==> src/rtl/mmcm0_rst_ctrl.sv <==
// MMCM reset sequencer: pulses the MMCM reset, waits for lock with timeout and retry,
// qualifies lock stability, then releases the downstream reset and watches for lock loss.
module mmcm0_rst_ctrl #(
    parameter int unsigned RST_PULSE_CYC    = 16,
    parameter int unsigned LOCK_TIMEOUT_CYC = 50000,
    parameter int unsigned LOCK_STABLE_CYC  = 1024,
    parameter int unsigned MAX_RETRY        = 7,
    parameter int unsigned CNT_W            = 16
) (
    input  logic       clk_in0,
    input  logic       reset_n,
    input  logic       locked,
    input  logic       relock_req,
    output logic       mmcm_reset,
    output logic       sys_rst_n,
    output logic       fail,
    output logic [2:0] state,
    output logic [7:0] retry_cnt,
    output logic [7:0] lost_cnt
);

    typedef enum logic [2:0] {
        StRstPulse = 3'd0,
        StWaitLock = 3'd1,
        StStable   = 3'd2,
        StRun      = 3'd3,
        StFail     = 3'd4
    } state_e;

    localparam logic [CNT_W-1:0] PulseLast   = CNT_W'(RST_PULSE_CYC - 1);
    localparam logic [CNT_W-1:0] TimeoutLast = CNT_W'(LOCK_TIMEOUT_CYC - 1);
    localparam logic [CNT_W-1:0] StableLast  = CNT_W'(LOCK_STABLE_CYC - 1);
    localparam logic [7:0]       RetryMax    = 8'(MAX_RETRY);

    state_e           state_q, state_d;
    logic [CNT_W-1:0] cnt_q, cnt_d;
    logic [7:0]       retry_q, retry_d;
    logic [7:0]       lost_q, lost_d;
    logic             sync1_q, locked_s_q;
    logic             mmcm_reset_q, mmcm_reset_d;
    logic             sys_rst_n_q, sys_rst_n_d;
    logic             fail_q, fail_d;
    logic             restart;
    logic             attempt_fail;

    // State register, synchroniser and registered outputs.
    always_ff @(posedge clk_in0 or negedge reset_n) begin
        if (!reset_n) begin
            state_q      <= StRstPulse;
            cnt_q        <= '0;
            retry_q      <= '0;
            lost_q       <= '0;
            sync1_q      <= 1'b0;
            locked_s_q   <= 1'b0;
            mmcm_reset_q <= 1'b1;
            sys_rst_n_q  <= 1'b0;
            fail_q       <= 1'b0;
        end else begin
            state_q      <= state_d;
            cnt_q        <= cnt_d;
            retry_q      <= retry_d;
            lost_q       <= lost_d;
            sync1_q      <= locked;
            locked_s_q   <= sync1_q;
            mmcm_reset_q <= mmcm_reset_d;
            sys_rst_n_q  <= sys_rst_n_d;
            fail_q       <= fail_d;
        end
    end

    // Next-state, retry/loss bookkeeping and phase counter.
    always_comb begin
        state_d      = state_q;
        retry_d      = retry_q;
        lost_d       = lost_q;
        restart      = 1'b0;
        attempt_fail = 1'b0;
        if (relock_req) begin
            state_d = StRstPulse;
            restart = 1'b1;
            if (state_q == StFail) retry_d = '0;
        end else begin
            case (state_q)
                StRstPulse: if (cnt_q == PulseLast) state_d = StWaitLock;
                StWaitLock: begin
                    if (locked_s_q)                 state_d = StStable;
                    else if (cnt_q == TimeoutLast)  attempt_fail = 1'b1;
                end
                StStable: begin
                    if (!locked_s_q) begin
                        attempt_fail = 1'b1;
                    end else if (cnt_q == StableLast) begin
                        state_d = StRun;
                        retry_d = '0;
                    end
                end
                StRun: begin
                    if (!locked_s_q) begin
                        state_d = StRstPulse;
                        if (lost_q != 8'hff) lost_d = lost_q + 8'd1;
                    end
                end
                StFail:  state_d = StFail;
                default: state_d = StRstPulse;
            endcase
        end

        if (attempt_fail) begin
            if (retry_q == RetryMax) begin
                state_d = StFail;
            end else begin
                state_d = StRstPulse;
                retry_d = retry_q + 8'd1;
            end
        end

        // Counter restarts on any state entry, including a relock from RST_PULSE itself.
        if (restart || (state_d != state_q)) begin
            cnt_d = '0;
        end else if (state_q inside {StRstPulse, StWaitLock, StStable}) begin
            cnt_d = cnt_q + CNT_W'(1);
        end else begin
            cnt_d = cnt_q;
        end
    end

    // Outputs are decoded from the next state so they change on the entry edge.
    always_comb begin
        mmcm_reset_d = state_d inside {StRstPulse, StFail};
        sys_rst_n_d  = (state_d == StRun);
        fail_d       = (state_d == StFail);
    end

    assign mmcm_reset = mmcm_reset_q;
    assign sys_rst_n  = sys_rst_n_q;
    assign fail       = fail_q;
    assign state      = state_q;
    assign retry_cnt  = retry_q;
    assign lost_cnt   = lost_q;

endmodule
==> config.mk <==
export PLATFORM = sky130hd
export DESIGN_NAME = mmcm0_rst_ctrl
export DESIGN_NICKNAME = d
export VERILOG_FILES = /design/src/rtl/mmcm0_rst_ctrl.sv
export SDC_FILE = /design/constraint.sdc
export NUM_CORES = 1
export LEC_CHECK = 0
export ABC_AREA = 1
export CELL_PAD_IN_SITES_DETAIL_PLACEMENT = 0
export CELL_PAD_IN_SITES_GLOBAL_PLACEMENT = 2
export CORE_AREA = 2 2 79 81
export DETAILED_ROUTE_END_ITERATION = 7
export DIE_AREA = 0 0 81 83
export DONT_BUFFER_PORTS = 1
export PLACE_DENSITY = 0.85
export SLEW_MARGIN = 25
export SYNTH_ARGS = -nofsm -noshare
export SYNTH_HDL_FRONTEND = slang
export SYNTH_SLANG_ARGS = --single-unit
==> constraint.sdc <==
create_clock -name clk_in0 -period 2.7 [get_ports clk_in0]
set_clock_uncertainty 0.2 [all_clocks]
set_input_delay 0.405 -clock clk_in0 [delete_from_list [all_inputs] [get_ports clk_in0]]
set_output_delay 0.405 -clock clk_in0 [all_outputs]
set_load 0.05 [all_outputs]
# Word-level counts from Yosys, hierarchy flattened

Index checks and enable logic that the tools add are counted.

Output and inout port bits: 22
Register bits: 40
Bits of input ports: 4
Word-level logic and storage cells: 57

Equality and inequality tests: 12
Muxes and demuxes: 24
Reduce and logical (&&, ||, !) cells: 7
Bitwise operators: 2
$add $sub $neg: 3

Operator list:

| operator                | count |
|---|---|
| $mux W8                 | 7 |
| $mux W16                | 2 |
| $mux W3                 | 8 |
| $add A16 B1 Y16 const B | 1 |
| $add A8 B1 Y8 const B   | 2 |
| $eq A16 B10 Y1 const B  | 1 |
| $eq A16 B16 Y1 const B  | 1 |
| $eq A16 B4 Y1 const B   | 1 |
| $pmux W3 S5             | 1 |
| $eq A3 B2 Y1 const B    | 3 |
| $eq A8 B3 Y1 const B    | 1 |
| $ne A8 B8 Y1 const B    | 1 |
| $eq A3 B3 Y1 const B    | 2 |
| $logic_not A3 Y1        | 2 |
| $mux W1                 | 5 |
| $reduce_and A4 Y1       | 1 |
| $reduce_bool A2 Y1      | 2 |
| $eq A3 B1 Y1 const B    | 1 |
| $ne A3 B3 Y1            | 1 |
| $reduce_bool A3 Y1      | 1 |
| $not A1 Y1              | 2 |
| $pmux W1 S2             | 1 |
| $logic_or A1 B1 Y1      | 1 |

# Depth between registers and ports, before layout

Gate-level depths: netlist of the first run.

Depth in word-level cells: 9
Mapped depth: 14
Depth with buffers taken out: 13

# Least setup slack after synthesis of the first run

Ideal clock, no wire load.

Path kind: register to register
Start point: register state_q[0], in the netlist state[0]
End point: register cnt_q[13]
Stages on the path, launching flop included: 14
Arrival time: 1,892 ps
Setup time: 80 ps
Buffers on the path: 1
Required time: 2,420 ps
Setup slack: 528 ps
Cells stage by stage: dfrtp_1 -> inv_2 -> nor2_1 -> nand2_1 -> nor2_1 -> nand3_1 -> nand2_2 -> nand2_4 -> nand2_4 -> nor2_1 -> nor2_4 -> nand2_2 -> buf_6 -> nor3_2

Longest elaborated chain between the ends: 8
Elaborated cells on any way between the ends: 20
Those cells by class: eq/ne: 5; mux: 11; reduce/logical: 4

Ends and longest elaborated chain:

| item                                                  | RTL line | source |
|---|---|---|
| start: declaration                                    | 35       | `state_e state_q, state_d;` |
| start signal: assignment                              | 49       | `state_q <= StRstPulse;` |
| start signal: assignment                              | 59       | `state_q <= state_d;` |
| $mux W3                                               | 92       | `end else if (cnt_q == StableLast) begin` |
| $mux W3                                               | 90       | `if (!locked_s_q) begin` |
| $pmux W3 S5                                           | 83       | `case (state_q)` |
| $mux W3                                               | 78       | `if (relock_req) begin` |
| $mux W3                                               | 108      | `if (attempt_fail) begin` |
| $ne A3 B3 Y1                                          | 118      | `if (restart \|\| (state_d != state_q)) begin` |
| $logic_or A1 B1 Y1                                    | 118      |  |
| $mux W16 / $reduce_bool A2 Y1 (equally long branches) | -        |  |
| end signal: assignment                                | 60       | `cnt_q <= cnt_d;` |
| end: declaration                                      | 36       | `logic [CNT_W-1:0] cnt_q, cnt_d;` |

Several ways; a longest one is shown, not always the timed one.
A chain may end at the register's enable or synchronous reset.

# Worst setup path in the final report of the first run

Start point: register cnt_q[0]
End point: register cnt_q[10]

Longest elaborated chain between the ends: 9
Elaborated cells on any way between the ends: 19
Those cells by class: add/sub: 1; eq/ne: 4; mux: 12; reduce/logical: 2

Ends and longest elaborated chain:

| item                                                    | RTL line |
|---|---|
| $eq A16 B10 Y1 / $eq A16 B16 Y1 (equally long branches) | 92, 87 |
| $mux W3 / $mux W1 (equally long branches)               | 92, 87 |
| $mux W3 / $mux W1 (equally long branches)               | 90, 86 |
| $pmux W3 S5 / $pmux W1 S2 (equally long branches)       | 83 |
| $mux W3 / $mux W1 (equally long branches)               | 78 |
| $mux W3                                                 | 108 |
| $ne A3 B3 Y1                                            | 118 |
| $logic_or A1 B1 Y1                                      | 118 |
| $mux W16 / $reduce_bool A2 Y1 (equally long branches)   | - |

Several ways; a longest one is shown, not always the timed one. The select of a mux whose other input is x is not followed.

==> results of run 1 <==
==> stage by stage <==
step / worst slack [ns] / total power [uW] / hold slack, ns / std cells / util [%]
6_report: 0.423 / 1330 / 0.102 / 357 / 42.8
5_1_grt: 0.174 / 1370 / 0.102 / 357 / 42.8
4_1_cts: 0.405 / 1340 / 0.0897 / 357 / 42.8
3_5_place_dp: 0.419 / 643 / -0.0889 / 346 / 39.4
3_3_place_gp: 0.468 / 643 / -0.0891 / 346 / 39.4
2_1_floorplan: 0.528 / 640 / -0.0906 / 257 / -
==> logic make-up (layout without fill, tap and decap cells) <==
logic type	Yosys count	after routing
buf+inv	36	61
flops	40	40
xor+xnor	14	14
compound gates	19	19
fa+ha+maj	3	3
simple gates	145	145
==> worst paths after layout <==
path                       cells after the start  slack [ns]  startpoint    endpoint
max                                           11        0.42    cnt_q[0]   cnt_q[10]
max in group asynchronous                      2        1.63     reset_n  mmcm_reset
min                                            3        0.10  relock_req    state[1]
min reg2reg                                    0        0.16     sync1_q  locked_s_q
min in group asynchronous                      2        0.42     reset_n    cnt_q[3]
max reg2reg                                   11        0.42    cnt_q[0]   cnt_q[10]
==> cell usage in the layout, fill, tap and decap left out, drive strengths merged <==
cell type    synthesis  layout
a21boi               1       1
a21oi               10      10
and3                 1       1
buf                  1      16
bufinv               0       3
clkbuf               0       5
dfrtp               39      39
dfstp                1       1
dlygate4sd3          0       2
ha                   3       3
inv                 35      35
nand2               54      54
nand3               21      21
nand3b               1       1
nand4                9       9
nor2                43      43
nor3                13      13
nor4                 3       3
o21a                 1       1
o21ai                7       7
xnor2                4       4
xor2                10      10
==> metal layers <==
layer  up-vias  global-route usage, %  wire length (um)
met2        27                   22.0              2010
met5         -                      0                 0
met4         0                   3.39                53
met1       771                   20.0              2150
li1        873                      -                 -
met3         6                   4.24               185
==> area by class of cell <==
cell class / count / share of cell area [%]
tap: 75 / 3.77
multi-input combinational: 181 / 38.1
clock buffer: 5 / 2.77
inverter: 35 / 5.28
clock inverter: 3 / 3.62
sequential: 40 / 40.3
timing repair buffer: 18 / 6.14
==> critical path, cell delays in order (launching register included) <==
cell and delay (ns):
dfrtp_1 0.39, ha_1 0.20, nand3_2 0.15, nor2_1 0.20, nand3_1 0.12, nand2_2 0.11
nand2_4 0.09, nand2_4 0.09, nor2_1 0.07, nor2_4 0.17, nand2_2 0.21, nor3_1 0.19
==> sequential cells by signal, indices dropped and copies added, names as in the netlist <==
| register | count |
|---|---|
| mmcm_reset | 1 |
| lost_cnt | 8 |
| sync1_q | 1 |
| state | 3 |
| locked_s_q | 1 |
| sys_rst_n | 1 |
| cnt_q | 16 |
| fail | 1 |
| retry_cnt | 8 |
==> power by group through the flow <==
| stage | Clock [uW] | Sequential, uW | Combinational, uW |
|---|---|---|---|
| 2_1_floorplan | 0 | 620 | 19.9 |
| 3_3_place_gp | 0 | 621 | 22.1 |
| 3_5_place_dp | 0 | 621 | 22.2 |
| 4_1_cts | 695 | 609 | 40.6 |
| 5_1_grt | 712 | 610 | 44.7 |
| 6_report | 678 | 609 | 39.2 |
==> flow_summary.json, run 1 <==
{
  "synth_top_family_by_area": "simple AND/OR/NAND/NOR gates",
  "cts.clk_slew.worst_paths_ns": 0.08,
  "min_period_ns": 2.28,
  "switching_share_pct": 18.7,
  "fin_crit_sh_pct": 84.3,
  "antenna_found_initial": 0,
  "cts_hold_buf": 3,
  "pwr-share-clk_pct": 51.1,
  "placed_area_um2": 2290,
  "p_int_uw": 1080,
  "slew_violations": 0,
  "place_congestion": 0.737,
  "io_buffer_count": 0,
  "async_flop_share_pct": 100,
  "cp-start-kind": "flop",
  "cp_max_fo": 14,
  "yosys_warnings": 0,
  "worst_ep_required_time_ns": 2.71,
  "hold_class": "primary input to flop",
  "synth_top_area_share_pct": 46.6,
  "rsz0062_at_grt": "false",
  "powerDensity_nw_per_um2": 533,
  "coreArea_um2": 5820,
  "critPathCaptureType": "flop",
  "synth_nets": 264,
  "ctsResizeCount": 0,
  "via_count": 1677,
  "fp.dieW_um": 81,
  "root_buffer": "clkbuf_8",
  "run_status": "completed",
  "crit_arrival_ns": 2.29,
  "slew_headroom_pct": 62.0,
  "synth_most_common_cell": "nand2_1",
  "rows": 28,
  "first_pass_iters": 5,
  "seq_area_um2": 1000,
  "ys_types": 28,
  "cts_sinks": 40,
  "muxShareOfSynthArea_pct": 0,
  "dp.final_hpwl_um": 3180,
  "ant_nets": 0,
  "grt_overflow": 0,
  "cts-htree-levels": 2,
  "synth_edf_count": 0,
  "insertion_delay_ns": 0.29,
  "yosys-top-cells-area": "dfrtp_1 47%, nand2_1 9.0%, nor2_1 7.4%",
  "cts_tree": "yes",
  "synth-simple-area-share_pct": 32.7,
  "ys_ff_latch": 40,
  "synth_cells": 257,
  "track_usage_pct": 14.4,
  "clk_path_buf_depth": 2,
  "synth_compound_area_share_pct": 4.96,
  "wl_um": 4390,
  "synth_common_cells": "50 x nand2_1, 41 x nor2_1, 39 x dfrtp_1",
  "fillers": 600,
  "start_util_pct": 36.0,
  "ir_worst_vdd_mv": 0.304,
  "synth_xor_area_share_pct": 5.86,
  "wl_per_cell_um": 12.3,
  "synthFlopType": "dfrtp_1",
  "maxCapViolations": 0,
  "layout-drive-gt1-share_pct": 13.8,
  "die_area_um2": 6720,
  "layout.nets": 288,
  "tightest_slew_ns": 0.570,
  "drtIter0Drc": 89,
  "syn_to_final_growth_pct": 18.8,
  "syn_area_per_cell_um2": 8.14,
  "worstSetupPathType": "flop to flop",
  "setup_violations": 0,
  "grt_pass1_vias": 1668,
  "multiInputGateArea_um2": 948,
  "viasPerCell": 4.70,
  "yosys.area.top_type": "dfrtp_1",
  "hold_violations": 0,
  "drc": 0,
  "finish.instance_area_um2": 2490,
  "diodes": 0,
  "fp.dieH_um": 83,
  "pwr-share-comb_pct": 3.0,
  "synth_area_um2": 2090,
  "yosysSeqAreaShare_pct": 47.9,
  "post-cts-setup-buffers": 0,
  "max_freq_mhz": 439,
  "cts-buffers-inserted": 5,
  "p_switching_uw": 248,
  "grt_pass1_wl_um": 7690,
  "grt_max_degree": 41,
  "leakage_uw": 0.00125,
  "seqPwrFrac_pct": 45.9,
  "tns_ns": 0,
  "num_io_pins": 26,
  "yosys.area_share.adder_pct": 1.79
}
No activity file was read; power rests on OpenSTA's default activity.
==> inputs of run 2 (changes only) <==
==> constraint.sdc (replaced) <==
create_clock -name clk_in0 -period 2.1 [get_ports clk_in0]
set_clock_uncertainty 0.2 [all_clocks]
set_input_delay 0.315 -clock clk_in0 [delete_from_list [all_inputs] [get_ports clk_in0]]
set_output_delay 0.315 -clock clk_in0 [all_outputs]
set_load 0.05 [all_outputs]
==> flow_summary.json, run 2 (same netlist as run 1, synthesis figures left out) <==
{
  "viasPerCell": 4.75,
  "syn_to_final_growth_pct": 34.5,
  "cts-htree-levels": 2,
  "finish.instance_area_um2": 2820,
  "grt_overflow": 0,
  "run_status": "completed",
  "seq_area_um2": 1010,
  "rsz0062_at_grt": "true",
  "multiInputGateArea_um2": 1060,
  "timing.final.ws_setup_ns": 0.106,
  "worstSetupPathType": "flop to flop",
  "total_power_uw": 1410,
  "slew_violations": 0,
  "start_util_pct": 36.0,
  "io_buffer_count": 0,
  "grt_pass1_vias": 1758,
  "ant_nets": 0,
  "powerDensity_nw_per_um2": 500,
  "root_buffer": "clkbuf_8",
  "crit_buf_inv": 2,
  "grt.busiest_layer": "met2",
  "wl_um": 4870,
  "setup_violations": 0,
  "min_period_ns": 1.99,
  "coreArea_um2": 5820,
  "leakage_uw": 0.00139,
  "cts-buffers-inserted": 5,
  "layout_commonest_cell": "nand2_1",
  "cts_sinks": 40,
  "drtIter0Drc": 82,
  "rows": 28,
  "wl_per_cell_um": 12.5,
  "grt_max_degree": 41,
  "slew_headroom_pct": 67.9,
  "largest_reg_flops": 16,
  "dp_slack_ns": 0.0277,
  "cts_tree": "yes",
  "grt_use_met3_pct": 3.80,
  "clk_path_buf_depth": 2,
  "drc": 0,
  "slowest_stage": "dfrtp_1",
  "ir_worst_vdd_mv": 0.335,
  "first_pass_iters": 4,
  "fin_util_pct": 48.4,
  "met1_usage_pct": 20.4,
  "placed_area_um2": 2460,
  "fin_crit_sh_pct": 94.9,
  "layout.nets": 320,
  "grt_pass1_wl_um": 7880,
  "layout_common_cells": "48 x nand2_1, 44 x buf_4, 36 x dfrtp_1",
  "hold_violations": 0,
  "maxCapViolations": 0,
  "top_register": "cnt_q",
  "cp-start-kind": "flop",
  "layout-drive-gt1-share_pct": 30.3,
  "slowest_delay_ns": 0.42,
  "critPathCaptureType": "flop",
  "num_io_pins": 26,
  "fillers": 590,
  "tightest_slew_ns": 0.477,
  "ff2ff_setup_slack_ns": 0.11,
  "crit_arrival_ns": 2.00,
  "worst_ep_required_time_ns": 2.11,
  "dp.final_hpwl_um": 3320,
  "fp.dieH_um": 83,
  "place_congestion": 0.806,
  "via_count": 1848,
  "max_freq_mhz": 502,
  "antenna_found_initial": 0,
  "cts.clk_slew.worst_paths_ns": 0.09,
  "die_area_um2": 6720,
  "diodes": 0,
  "insertion_delay_ns": 0.29,
  "path_cells": "ha_4 -> nand3_4 -> buf_4 -> nor2_2 -> nand3_1 -> nand3_2 -> nand4_1 -> nand2_2 -> nand2_4 -> buf_12 -> nor3_1",
  "fp.dieW_um": 81,
  "track_usage_pct": 14.9,
  "cp_max_fo": 7,
  "gr-usage-met2_pct": 23.0,
  "path_delay_family": "simple AND/OR/NAND/NOR gates",
  "hold_class": "primary input to flop"
}
==> run 2: worst paths after layout <==
| check | start | endpoint | cells after the start |
|---|---|---|---|
| worst max register to register | cnt_q[1] | cnt_q[11] | 11 |
| max in group asynchronous | reset_n | mmcm_reset | 2 |
| worst min-delay path | relock_req | state[2] | 3 |
| worst min register to register | sync1_q | locked_s_q | 0 |
| min in group asynchronous | reset_n | retry_cnt[7] | 2 |
| worst max-delay path | cnt_q[1] | cnt_q[11] | 11 |
==> run 2: per-stage QoR <==
step	hold slack [ns]	std cells	setup TNS [ns]
after floorplan	-0.181	257	0
after global placement	-0.179	367	0
after detailed placement	-0.179	367	0
after CTS	0.0652	378	0
after global routing	0.0755	389	-0.201
final	0.0758	389	0
==> run 2: what timing repair did <==
item	4_1_cts	5_1_grt
resized for setup	0	30
endpoints found under the setup margin	0	24
endpoints found under the hold margin	41	0
buffers inserted	0	10
hold buffers	3	0
==> run 2: where the power goes <==
part | switching [uW] | internal (uW)
clock | 282 | 266
sequential | 8.66 | 776
combinational | 40.7 | 32.9
total | 332 | 1080
==> run 2: worst register-to-register path, delay by kind of cell, from the launching register on <==
kind,cells,cell delay [ns]
flops,1,0.42
buf+inv,2,0.31
fa+ha+maj,1,0.17
simple gates,8,0.81
==> run 2: per-layer routing <==
layer	wire length, um	share of wire (%)
met3	193	4.0
met2	2320	48
met4	32	0.66
met1	2320	48
met5	0	0
==> run 2: area by class of cell <==
cell class | count | area share [%]
multi-input cells | 181 | 37.6
flip-flops and latches | 40 | 35.7
repair buffers | 50 | 15.2
inverters | 35 | 4.67
well taps | 75 | 3.33
clock buffers | 6 | 2.93
clock inverters | 2 | 0.533
==> inputs of run 3 (changes only) <==
--- a/config.mk
+++ b/config.mk
@@ -8,11 +8,11 @@
 export ABC_AREA = 1
 export CELL_PAD_IN_SITES_DETAIL_PLACEMENT = 0
 export CELL_PAD_IN_SITES_GLOBAL_PLACEMENT = 2
-export CORE_AREA = 2 2 79 81
+export CORE_AREA = 2 2 75 84
 export DETAILED_ROUTE_END_ITERATION = 7
-export DIE_AREA = 0 0 81 83
+export DIE_AREA = 0 0 77 86
 export DONT_BUFFER_PORTS = 1
-export PLACE_DENSITY = 0.85
+export PLACE_DENSITY = 0.86
 export SLEW_MARGIN = 25
 export SYNTH_ARGS = -nofsm -noshare
 export SYNTH_HDL_FRONTEND = slang
==> flow_summary.json, run 3 (same netlist as run 1, synthesis figures left out) <==
{
  "crit_buf_inv": 0,
  "top_register": "cnt_q",
  "num_io_pins": 26,
  "start_util_pct": 36.5,
  "worst_ep_required_time_ns": 2.07,
  "r2r_start": "cnt_q[1]",
  "path_cells": "ha_4 -> nand3_4 -> nor2_4 -> nand3_1 -> nand2_2 -> nand2_4 -> nor2_4 -> nand2_2 -> nor2_4 -> nand2_1 -> nor2_1 -> a21oi_1",
  "place_congestion": 0.795,
  "ant_nets": 0,
  "cp_max_fo": 5,
  "grt_max_degree": 41,
  "via_count": 1790,
  "grt_pass1_vias": 1808,
  "dp.final_hpwl_um": 3270,
  "rsz0062_at_grt": "true",
  "cts_tree": "yes",
  "slew_violations": 0,
  "dp.cells": 367,
  "root_buffer": "clkbuf_8",
  "drtIter0Drc": 49,
  "largest_reg_flops": 16,
  "dp_slack_ns": -0.00612,
  "run_status": "completed",
  "insertion_delay_ns": 0.29,
  "layout_commonest_cell": "nand2_1",
  "track_usage_pct": 15.3,
  "fin_crit_sh_pct": 95.3,
  "fin_util_pct": 47.2,
  "wl_um": 4590,
  "path_delay_family": "simple AND/OR/NAND/NOR gates",
  "grt_pass1_wl_um": 8090,
  "powerDensity_nw_per_um2": 518,
  "rows": 29,
  "ir_worst_vdd_mv": 0.260,
  "instances_no_fill": 380,
  "cts.clk_slew.worst_paths_ns": 0.08,
  "cts-buffers-inserted": 5,
  "slew_headroom_pct": 68.8,
  "holdWs_ns": 0.0647,
  "wl_per_cell_um": 12.1,
  "die_area_um2": 6620,
  "leakage_uw": 0.00134,
  "slowest_delay_ns": 0.42,
  "grt_overflow": 0,
  "syn_to_final_growth_pct": 29.2,
  "maxCapViolations": 0,
  "hp-start": "relock_req",
  "antenna_found_initial": 0,
  "cts-htree-levels": 2,
  "layout.nets": 310,
  "drc": 0,
  "io_buffer_count": 0,
  "fp.dieH_um": 86,
  "viasPerCell": 4.71,
  "coreArea_um2": 5730,
  "fillers": 604,
  "first_pass_iters": 4,
  "setup_violations": 0,
  "critPathCaptureType": "flop",
  "hold_class": "primary input to flop",
  "cp-startpoint": "cnt_q[1]",
  "slowest_stage": "dfrtp_1",
  "layout_common_cells": "45 x nand2_1, 36 x dfrtp_1, 35 x buf_4",
  "tightest_slew_ns": 0.464,
  "max_freq_mhz": 500,
  "layout-drive-gt1-share_pct": 27.1,
  "hold_violations": 0,
  "timing.final.ws_setup_ns": 0.0989,
  "crit_arrival_ns": 1.98,
  "worstSetupPathType": "flop to flop",
  "cts_sinks": 40,
  "min_period_ns": 2.00,
  "clk_path_buf_depth": 2,
  "diodes": 0,
  "fp.dieW_um": 77,
  "cp-start-kind": "flop",
  "path_common_cell": "nor2_4",
  "total_power_uw": 1400
}
==> run 3: changes by cell type in the layout (fill, tap and decap cells not counted), sizes merged <==
cell,delta
clkinvlp,-2
buf,-9
==> run 3: repair_timing <==
action | CTS | global route
hold buffers | 3 | 0
endpoints found under the setup margin | 7 | 25
endpoints found under the hold margin | 41 | 0
pin swaps | 0 | 5
gates resized for setup | 2 | 29
setup buffers | 0 | 3
==> run 3: worst min-delay path, cell delays in order <==
cell	delay (ns)
nor2_1	0.05
nand3_1	0.09
o21ai_0	0.06
==> run 3: cell type report <==
class	count	area [um2]	area share, %
well taps	77	96.3	3.56
repair buffers	40	325	12.0
multi-input cells	181	1050	38.8
inverters	35	131	4.86
flip-flops and latches	40	1010	37.2
clock buffers	7	96.3	3.56
==> run 3: through the flow <==
step	TNS, ns	instance area [um2]
after floorplan	0	2100
after global placement	0	2440
after detailed placement	-0.00612	2440
after CTS	0	2580
after global routing	-0.174	2710
final	0	2710
==> run 3: path summary, 6_finish.rpt <==
check | to | slack (ns) | cells past startpoint
min | retry_cnt[2] | 0.06 | 3
min in group asynchronous | cnt_q[7] | 0.30 | 2
max reg2reg | retry_cnt[6] | 0.1 | 12
min reg2reg | locked_s_q | 0.15 | 0
max | retry_cnt[6] | 0.1 | 12
max in group asynchronous | mmcm_reset | 1.15 | 2
==> run 3: where the power goes <==
| part | switching, uW | internal [uW] | total, uW |
|---|---|---|---|
| Combinational | 38.4 | 26.3 | 64.7 |
| Clock | 258 | 293 | 551 |
| Sequential | 8.29 | 777 | 785 |
| Total | 305 | 1100 | 1400 |
==> run 3: per-layer routing <==
| metal | track usage, % | up-vias | wire length, um |
|---|---|---|---|
| met1 | 19.3 | 836 | 2140 |
| met5 | 0 | - | 0 |
| li1 | - | 921 | - |
| met2 | 26.2 | 29 | 2230 |
| met3 | 3.26 | 4 | 170 |
| met4 | 5.36 | 0 | 47 |
==> patch, RTL diff (flow settings as in run 3) <==
Remove the register `mmcm_reset_q`: a continuous assignment takes its place, so the output `mmcm_reset` follows one clock earlier.
--- a/src/rtl/mmcm0_rst_ctrl.sv
+++ b/src/rtl/mmcm0_rst_ctrl.sv
@@ -53,5 +53,4 @@
             sync1_q      <= 1'b0;
             locked_s_q   <= 1'b0;
-            mmcm_reset_q <= 1'b1;
             sys_rst_n_q  <= 1'b0;
             fail_q       <= 1'b0;
@@ -63,9 +62,10 @@
             sync1_q      <= locked;
             locked_s_q   <= sync1_q;
-            mmcm_reset_q <= mmcm_reset_d;
             sys_rst_n_q  <= sys_rst_n_d;
             fail_q       <= fail_d;
         end
     end
+
+    assign mmcm_reset_q = mmcm_reset_d;
 
     // Next-state, retry/loss bookkeeping and phase counter.
Formal check against the unedited RTL: same outputs for any inputs over 10 cycles, from zero or initial values and one cycle with reset_n low; that may be too few to reach the edited logic, so the function may still have changed.
==> patch against run 3 <==
The run now ends with setup timing left; cell area up 12%; total power up 7.4%; worst hold slack worse by 48 ps; critical path type is now reg2out; routed wire length up 15%; sequential cell count down 1; first-iteration DRC count up 78%; critical endpoint is now mmcm_reset; setup slack worse by 220 ps; area after synthesis down 1.3%.
==> patch: results (changes against run 3) <==
- Status: finished with violations
- Failing checks: setup timing
- Internal reg-to-reg setup slack: -80 ps (-180 ps)
- Critical path's slowest cell: dfrtp_2
- Hold EP: state[1]
- Mapped Avg Cell Area: 8.07 um^2 (-0.87%)
- RR Startpoint: state[0]
- Largest net degree at the start of global routing: 40 (-2.4%)
- GR Util met1: 20.1% (+0.89 points)
- Clk root buf: clkbuf_8
- Final wirelength: 5300 um (+15%)
- Synth Area in Compound Gates: 5.02% (+0.063 points)
- Gpl congestion: 0.717 (-9.8%)
- # fillers: 573 (-5.1%)
- CP Data Arrival Time: 1700 ps (-280 ps)
- Synth Area in XOR/XNOR: 5.93% (+0.074 points)
- Worst reg2reg path depth: 14 (+2)
- Avg Vias per Cell: 4.80 (+1.8%)
- Hold_ws: 16.7 ps (-48.0 ps)
- Pleak: 1.46 nW (+9.4%)
- GRT Util Overall: 15.9% (+0.59 points)
- Worst slack, placed: 31.5 ps (+37.7 ps)
- DR WL/cell: 13.3 um (+10%)
- Global-route wire length before repair: 8380 um (+3.6%)
- Placed cell count: 366 (-0.27%)
- Netlist cell types: 27 (-3.6%)
- Final setup margin: -116 ps (-215 ps)
- Post-synthesis sequential area ratio: 47.2% (-0.66 points)
- Vias in the first global route: 1877 (+3.8%)
- Routing usage on met2: 26.8% (+0.56 points)
- CP max stage delay: 450 ps (+30 ps)
- Adder-Cell Fraction of Synth Area: 1.82% (+0.023 points)
- Final setup vio count: 18 (+18)
- Final nets: 328 (+5.8%)
- Crit Path Max Fanout: 4 (-1)
- Synth top area cells: dfrtp_1 (47%), nand2_1 (9.1%), nor2_1 (7.4%)
- Dpl hpwl: 3420 um (+4.6%)
- Fraction of layout cells with a size suffix above 1: 37.6% (+11 points)
- Syn nets: 263 (-0.38%)
- Met3 Track Usage GR: 3.79% (+0.53 points)
## patch: cell count changes after synthesis
| cell | before | now |
|---|---|---|
| dfstp_2 | 1 | 0 |
## patch: power by group
| part | switching, mW | internal, mW | leakage, nW |
|---|---|---|---|
| registers | 0.00805 | 0.757 | 0.531 |
| clock network | 0.271 | 0.385 | 0.0612 |
| logic | 0.0472 | 0.0363 | 0.868 |
| total | 0.327 | 1.18 | 1.46 |
## patch: worst max-delay path by stage
stage / startpoint / end / slack, ps / cells after the start
after floorplan: state[0] / mmcm_reset / 40 / 10
after global placement: state[0] / mmcm_reset / 50 / 9
after detailed placement: cnt_q[1] / retry_cnt[1] / 30 / 11
after CTS: cnt_q[1] / mmcm_reset / -130 / 10
after global routing: state[0] / mmcm_reset / -220 / 10
final: state[0] / mmcm_reset / -120 / 10
## patch: area by class of cell
class                      instances  area, um^2  share of cell area (%)
timing repair buffer              59         538                    17.7
clock buffer                       6        82.6                    2.72
tap                               77        96.3                    3.18
inverter                          35         131                    4.33
clock inverter                     2        35.0                    1.16
multi-input combinational        181        1170                    38.5
sequential                        39         981                    32.4
## patch: routing by layer
layer	share of wire, %	vias up
met4	1.1	0
met3	3.3	7
met2	52	29
met1	43	919
li1	-	959
met5	0	-
## patch: repair_timing
action                                  CTS  global route
endpoints found under the setup margin    1            25
pin swaps                                 7            17
endpoints found under the hold margin    40             0
setup buffers                             8            13
hold buffers                              3             0
gates cloned                              0             1
gates resized for setup                  14            50
## patch: through the flow
step | utilization (%) | TNS, ps
5_1_grt | 52.9 | -3740
2_1_floorplan | - | 0
3_5_place_dp | 42.5 | 0
6_report | 52.9 | -1080
4_1_cts | 47.1 | -128
3_3_place_gp | 42.5 | 0
